`src/rtl/fork_ctrl.sv`:
```
// Two-way eager stream fork: one registered beat is broadcast to two
// valid/ready branches that complete independently. Optional counters: FORK_CTRL_STATS_EN.
module fork_ctrl #(
  parameter int DW = 32
) (
  input  logic          CLK,
  input  logic          RST_N,
  input  logic [DW-1:0] i_dat,
  input  logic          i_valid,
  output logic          i_ready,
  input  logic          en0,
  input  logic          en1,
  output logic [DW-1:0] o0_dat,
  output logic          o0_valid,
  input  logic          o0_ready,
  output logic [DW-1:0] o1_dat,
  output logic          o1_valid,
  input  logic          o1_ready
`ifdef FORK_CTRL_STATS_EN
  ,
  output logic [31:0]   beat_cnt,
  output logic [31:0]   stall_cnt
`endif
);

  // State bits are the pending flags themselves: {pend0, pend1}.
  typedef enum logic [1:0] {
    IDLE  = 2'b00,
    ONLY1 = 2'b01,
    ONLY0 = 2'b10,
    BOTH  = 2'b11
  } state_t;

  state_t        state_q, state_d;
  logic [DW-1:0] dat_q;
  logic          pend0, pend1;
  logic          acc;

  assign pend0 = state_q[1];
  assign pend1 = state_q[0];

  // A branch frees its slot either when idle or when it fires this cycle,
  // which lets a new beat be accepted alongside the final fire.
  assign i_ready = (~pend0 | o0_ready) & (~pend1 | o1_ready);
  assign acc     = i_valid & i_ready;

  always_comb begin
    state_d = state_q;
    if (acc) begin
      state_d = state_t'({en0, en1});
    end else begin
      state_d = state_t'({pend0 & ~o0_ready, pend1 & ~o1_ready});
    end
  end

  // NOTE: sequential state uses non-blocking assignments so every flop
  // samples the pre-edge values regardless of block ordering.
  always_ff @(posedge CLK or negedge RST_N) begin
    if (!RST_N) begin
      state_q <= IDLE;
      dat_q   <= '0;
    end else begin
      state_q <= state_d;
      if (acc) begin
        dat_q <= i_dat;
      end
    end
  end

  assign o0_valid = pend0;
  assign o1_valid = pend1;
  assign o0_dat   = dat_q;
  assign o1_dat   = dat_q;

`ifdef FORK_CTRL_STATS_EN
  // Dropped beats (both enables low) still count as accepted.
  always_ff @(posedge CLK or negedge RST_N) begin
    if (!RST_N) begin
      beat_cnt  <= '0;
      stall_cnt <= '0;
    end else begin
      if (acc) begin
        beat_cnt <= beat_cnt + 32'd1;
      end
      if (i_valid && !i_ready) begin
        stall_cnt <= stall_cnt + 32'd1;
      end
    end
  end
`endif

endmodule

```
`config.mk`:
```
export PLATFORM = sky130hd
export DESIGN_NAME = fork_ctrl
export DESIGN_NICKNAME = d
export VERILOG_FILES = /design/src/rtl/fork_ctrl.sv
export SDC_FILE = /design/constraint.sdc
export NUM_CORES = 1
export LEC_CHECK = 0
export CAP_MARGIN = 40
export CORE_MARGIN = 3
export CORE_UTILIZATION = 36
export CTS_CLUSTER_SIZE = 30
export DETAILED_ROUTE_END_ITERATION = 7
export GPL_TIMING_DRIVEN = 1
export PLACE_DENSITY_LB_ADDON = 0.15
export SLEW_MARGIN = 20
export SYNTH_ARGS = -nofsm -noshare
export SYNTH_HDL_FRONTEND = slang
export SYNTH_SLANG_ARGS = --single-unit
```
`constraint.sdc`:
```
create_clock -name CLK -period 1.45 [get_ports CLK]
set_clock_uncertainty 0.15 [all_clocks]
set_input_delay 0.29 -clock CLK [delete_from_list [all_inputs] [get_ports CLK]]
set_output_delay 0.29 -clock CLK [all_outputs]
set_load 0.02 [all_outputs]
```
---- Yosys cells after proc, flatten, opt, wreduce, memory -nomap -nowiden ----
Index checks and enable logic that the tools add are counted.
W data, S select, Z words.
operators by class
  bitwise operators ....................... 10
  multiplexer cells ....................... 1
operators by type and width
  cell           number
  $and A1 B1 Y1  4
  $not A1 Y1     4
  $mux W2        1
  $or A1 B1 Y1   2
word-level totals
  logic and storage cells ................. 13
  flip-flop bits (word level) ............. 34
  output and inout port bits .............. 67

---- Logic depth before layout (Yosys ltp) ----
Gate-level depths: netlist (run 1).
  depth in word-level cells ............... 5
  gate-level depth with buffers ........... 4

---- Worst setup path after synthesis (run 1) ----
OpenSTA, ideal clock, no wires.
  path kind ............................... reg-to-reg
  start point ............................. register state_q[1]
  end point ............................... register dat_q[0], in the netlist o0_dat[0]
  data required time ...................... 1.175 ns
  data arrival time ....................... 1.159 ns
  setup slack ............................. 0.016 ns
  path buffers ............................ 1
  clock period less this slack ............ 1.434 ns
  library setup time ...................... 0.125 ns
  stages on the path, launching flop included .. 5
  cells stage by stage .................... dfrtp_1 > nand2b_4 > nand3_4 > buf_6 > mux2_4
on the way
  word-level cells in the longest chain between the ends .. 4
RTL lines
  what                    line  RTL
  from (decl)             34    state_t state_q, state_d;
  from (signal assigned)  63    state_q <= state_d;
  $not A1 Y1              44    assign i_ready = (~pend0 | o0_ready) & (~pend1 | o1_ready);
  $or A1 B1 Y1            44
  $and A1 B1 Y1           44
  $and A1 B1 Y1           45    assign acc = i_valid & i_ready;
  to (signal assigned)    65    dat_q <= i_dat;
  to (decl)               35    logic [DW-1:0] dat_q;
No other way between the ends.
A chain may end at the register's enable or synchronous reset.

---- Worst setup path after layout (run 1) ----
  start point ............................. register state_q[0]
  end point ............................... register dat_q[10], in the netlist o0_dat[10]
The elaborated chain is that of the path after synthesis.

==> results by group, run 1 <==
Status
  • Status: complete, but fails checks
  • Violated checks: setup timing

GRT
  • Antenna violations before repair: 0
  • Global-route usage over all layers: 14.6%
  • Grt total ovfl: 0
  • First-pass GRT wire length: 5950 um
  • Number of global-route vias before repair: 1137
  • Largest net degree at the start of global routing: 19

Pwr
  • Clock power share: 21.1%
  • Total power draw: 0.00342 W
  • Sequential share of power: 37.0%
  • Pint: ~0.0022 W
  • Pwr dens: 1320 mW/mm2
  • Sw frac: 35.4%
  • P_leak: 1.29 nW
  • Combinational Power Share: about two fifths
  • NetSw: 0.00121 W
  • Peak supply drop: approximately 700 uV

Yosys
  • Synth top cells by count: 34 x dfrtp_1, 32 x buf_4, 28 x mux2_4
  • Synth top area share: 51.3%
  • Post-Syn Nets: between 100 and 150
  • Syn Area/Cell: 15.2 um2
  • Yosys Warn Count: 0
  • Post-synthesis register bit count: 34
  • Leading post-synthesis cells by cell area: dfrtp_1 51%, mux2_4 25%, buf_4 14%
  • EDFF count, synth: 0
  • Post-synthesis sequential area ratio: 51.3%
  • Most common cell in the netlist: dfrtp_1
  • Synth Flop Type: dfrtp_1
  • Synthesized cell area: 0.00166 mm2
  • Largest area contributor in the netlist: dfrtp_1
  • Synthesized instance count: 109
  • Post-synthesis cell type count: 10
  • Asr flop ratio synth: 100%

CTS
  • Inserted Clock Buffers: 5
  • Worst skew pair latency: 0.28 ns
  • Clk root buf: clkbuf_8
  • Worst-case clock buffer depth: 2
  • Worst-path clk slew: 0.07 ns
  • H-tree depth: 2
  • Clk sinks: 34
  • CTS tree: yes

Final layout
  • FF+latch area: 851 um2
  • Fin cells: 252
  • Antenna cells: 0
  • Fillers: 344
  • Share of cells above drive strength 1: 53.5%
  • Post-layout net count: between 200 and 250
  • Area of the multi-input gates: 527 um2
  • Layout Area Growth over Synthesis: 55.8%

Worst setup path
  • Critical path cell sequence: nand2b_4 -> buf_6 -> nand3_4 -> buf_4 -> buf_12 -> mux2_4
  • Stages on worst setup path: 6
  • Count of buffer and inverter cells on the critical path: 3
  • Startpoint Class: flip-flop
  • R2R cell count: 6
  • Delay-heaviest family, CP: flip-flops
  • Worst Path Arrival: 1.54 ns
  • Setup crit end kind: flip-flop
  • Worst path required time: 1.46 ns
  • CP max-delay cell: dfrtp_1
  • Largest stage delay, worst path: 0.42 ns
  • Crit-path max FO: 5
  • Crit path kind: flip-flop to flip-flop

Floorplan
  • Site Rows: 24
  • Core area: ~0.0044 mm2
  • IO Count: 106
  • Full die area: 0.00546 mm2
  • Starting Density: between 30% and 40%
  • Chip height: 73.9 um
  • Die width: between 70 and 80 um

Place
  • Number of port buffers: 105
  • Detailed Place HPWL: 2780 um
  • Placed cells: 237
  • Pre-CTS setup slack: -0.559 ns
  • Routability cong.: around 0.66

Timing
  • Worst slew margin: 72.7%
  • Crit path time final: about 1.5 ns
  • Final worst setup slack: -0.0840 ns
  • Worst-margin pin slew: ~0.4 ns
  • RSZ-0062 raised after global routing: true
  • Final Setup Violations: 33
  • Max Slew Vio Count: 0
  • Fmax: 652 MHz
  • Period utilization: 106%
  • Final Hold Vio Count: 0

Min path
  • HP Class: input port to asynchronous set/reset pin

Detailed routing
  • Starting DRT DRC Count: 20
  • Drt total wl: 3850 um
  • WL/cell: ~15 um
  • DRC viols: 0
  • Final antenna-violating net count: 0
  • Router iterations before antenna repair: 2
  • Via/cell ratio: about 4.4
  • Vias: 1114

Run
  • Max cap viols: 0
## layer usage
metal	part of all wire [%]	track usage (%)	vias up
li1	-	-	508
met1	40	18.4	537
met2	49	22.8	65
met3	10	6.16	4
met4	0.86	4.23	0
met5	0	0	-
## sequential cells by signal (all words and copies together), names as in the netlist
register  flops
o0_dat       32
state_q       2
## area by class of cell
type | instances | area share, %
clock inverters | 2 | 0.484
flip-flops and latches | 34 | 32.9
multi-input cells | 38 | 20.4
well taps | 52 | 2.52
inverters | 2 | 0.290
clock buffers | 6 | 3.19
repair buffers | 118 | 40.2
## power by group through the flow
stage	logic (W)	clock network, W	registers [W]
finish	0.00143	0.000721	0.00126
detailed placement	0.00165	0	0.00128
floorplan	0.000790	0	0.00147
CTS	0.00155	0.000751	0.00126
global route	0.00151	0.000785	0.00129
global placement	0.00163	0	0.00127
## stage by stage
stage | util [%] | TNS [ns] | hold slack [ns] | instance area [um2]
after floorplan | - | 0 | -0.156 | 1660
after global placement | 58.4 | -12.99 | 0.0905 | 2580
after detailed placement | 58.4 | -13.66 | 0.0956 | 2580
after CTS | 63.2 | -3.36 | 0.319 | 2790
after global routing | 58.6 | -3.82 | 0.346 | 2580
final | 58.6 | -2.39 | 0.310 | 2580
## repair_timing
item | 4_1_cts | 5_1_grt
pin swaps | 1 | 1
setup endpoints to repair | 99 | 88
buffers inserted | 3 | 2
gates cloned | 3 | 0
hold endpoints to repair | 16 | 0
resized for setup | 137 | 65
hold buffers | 1 | 0
## worst register-to-register path, stage by stage, from the launching register on
cell and delay, ns:
dfrtp_1 0.42, nand2b_4 0.09, buf_6 0.10, nand3_4 0.09, buf_4 0.15, buf_12 0.13, mux2_4 0.29
## placed cells by master, fill, tap and decap left out, drive strengths merged
cell type	synthesis	routed
nand2b	2	2
clkdlybuf4s50	0	35
inv	2	2
clkdlybuf4s15	0	22
dlygate4sd3	0	1
buf	35	16
dfrtp	34	34
nand3	1	1
mux2	32	32
dlygate4sd2	0	2
clkbuf	0	48
and2	1	1
clkinvlp	0	1
o21ai	2	2
clkinv	0	1
## final timing paths
kind	start	endpoint	slack, ns
setup / recovery	state_q[0]	o0_dat[10]	-0.08
hold / removal	RST_N	o0_dat[29]	0.31
setup reg to reg	state_q[0]	o0_dat[10]	-0.08
hold reg to reg	o0_dat[7]	o0_dat[7]	0.38
max in group asynchronous	RST_N	o0_dat[6]	0.39
min in group CLK	o1_ready	state_q[0]	0.36
## cell families (layout without fill, tap and decap cells)
family          after synthesis  count (layout)  share of synthesized area, %
mux                          32              32                          28.1
compound gates                2               2                         0.603
simple gates                  4               4                          3.09
flops                        34              34                          51.3
buf+inv                      37             128                          17.0
Power figures use the tool's default switching activity.
==> run 2: changes to the inputs <==
CTS_CLUSTER_SIZE = 20   (was 30)
==> results of run 2 <==
No change in the layout: final DEF, timing and power equal those of run 1.
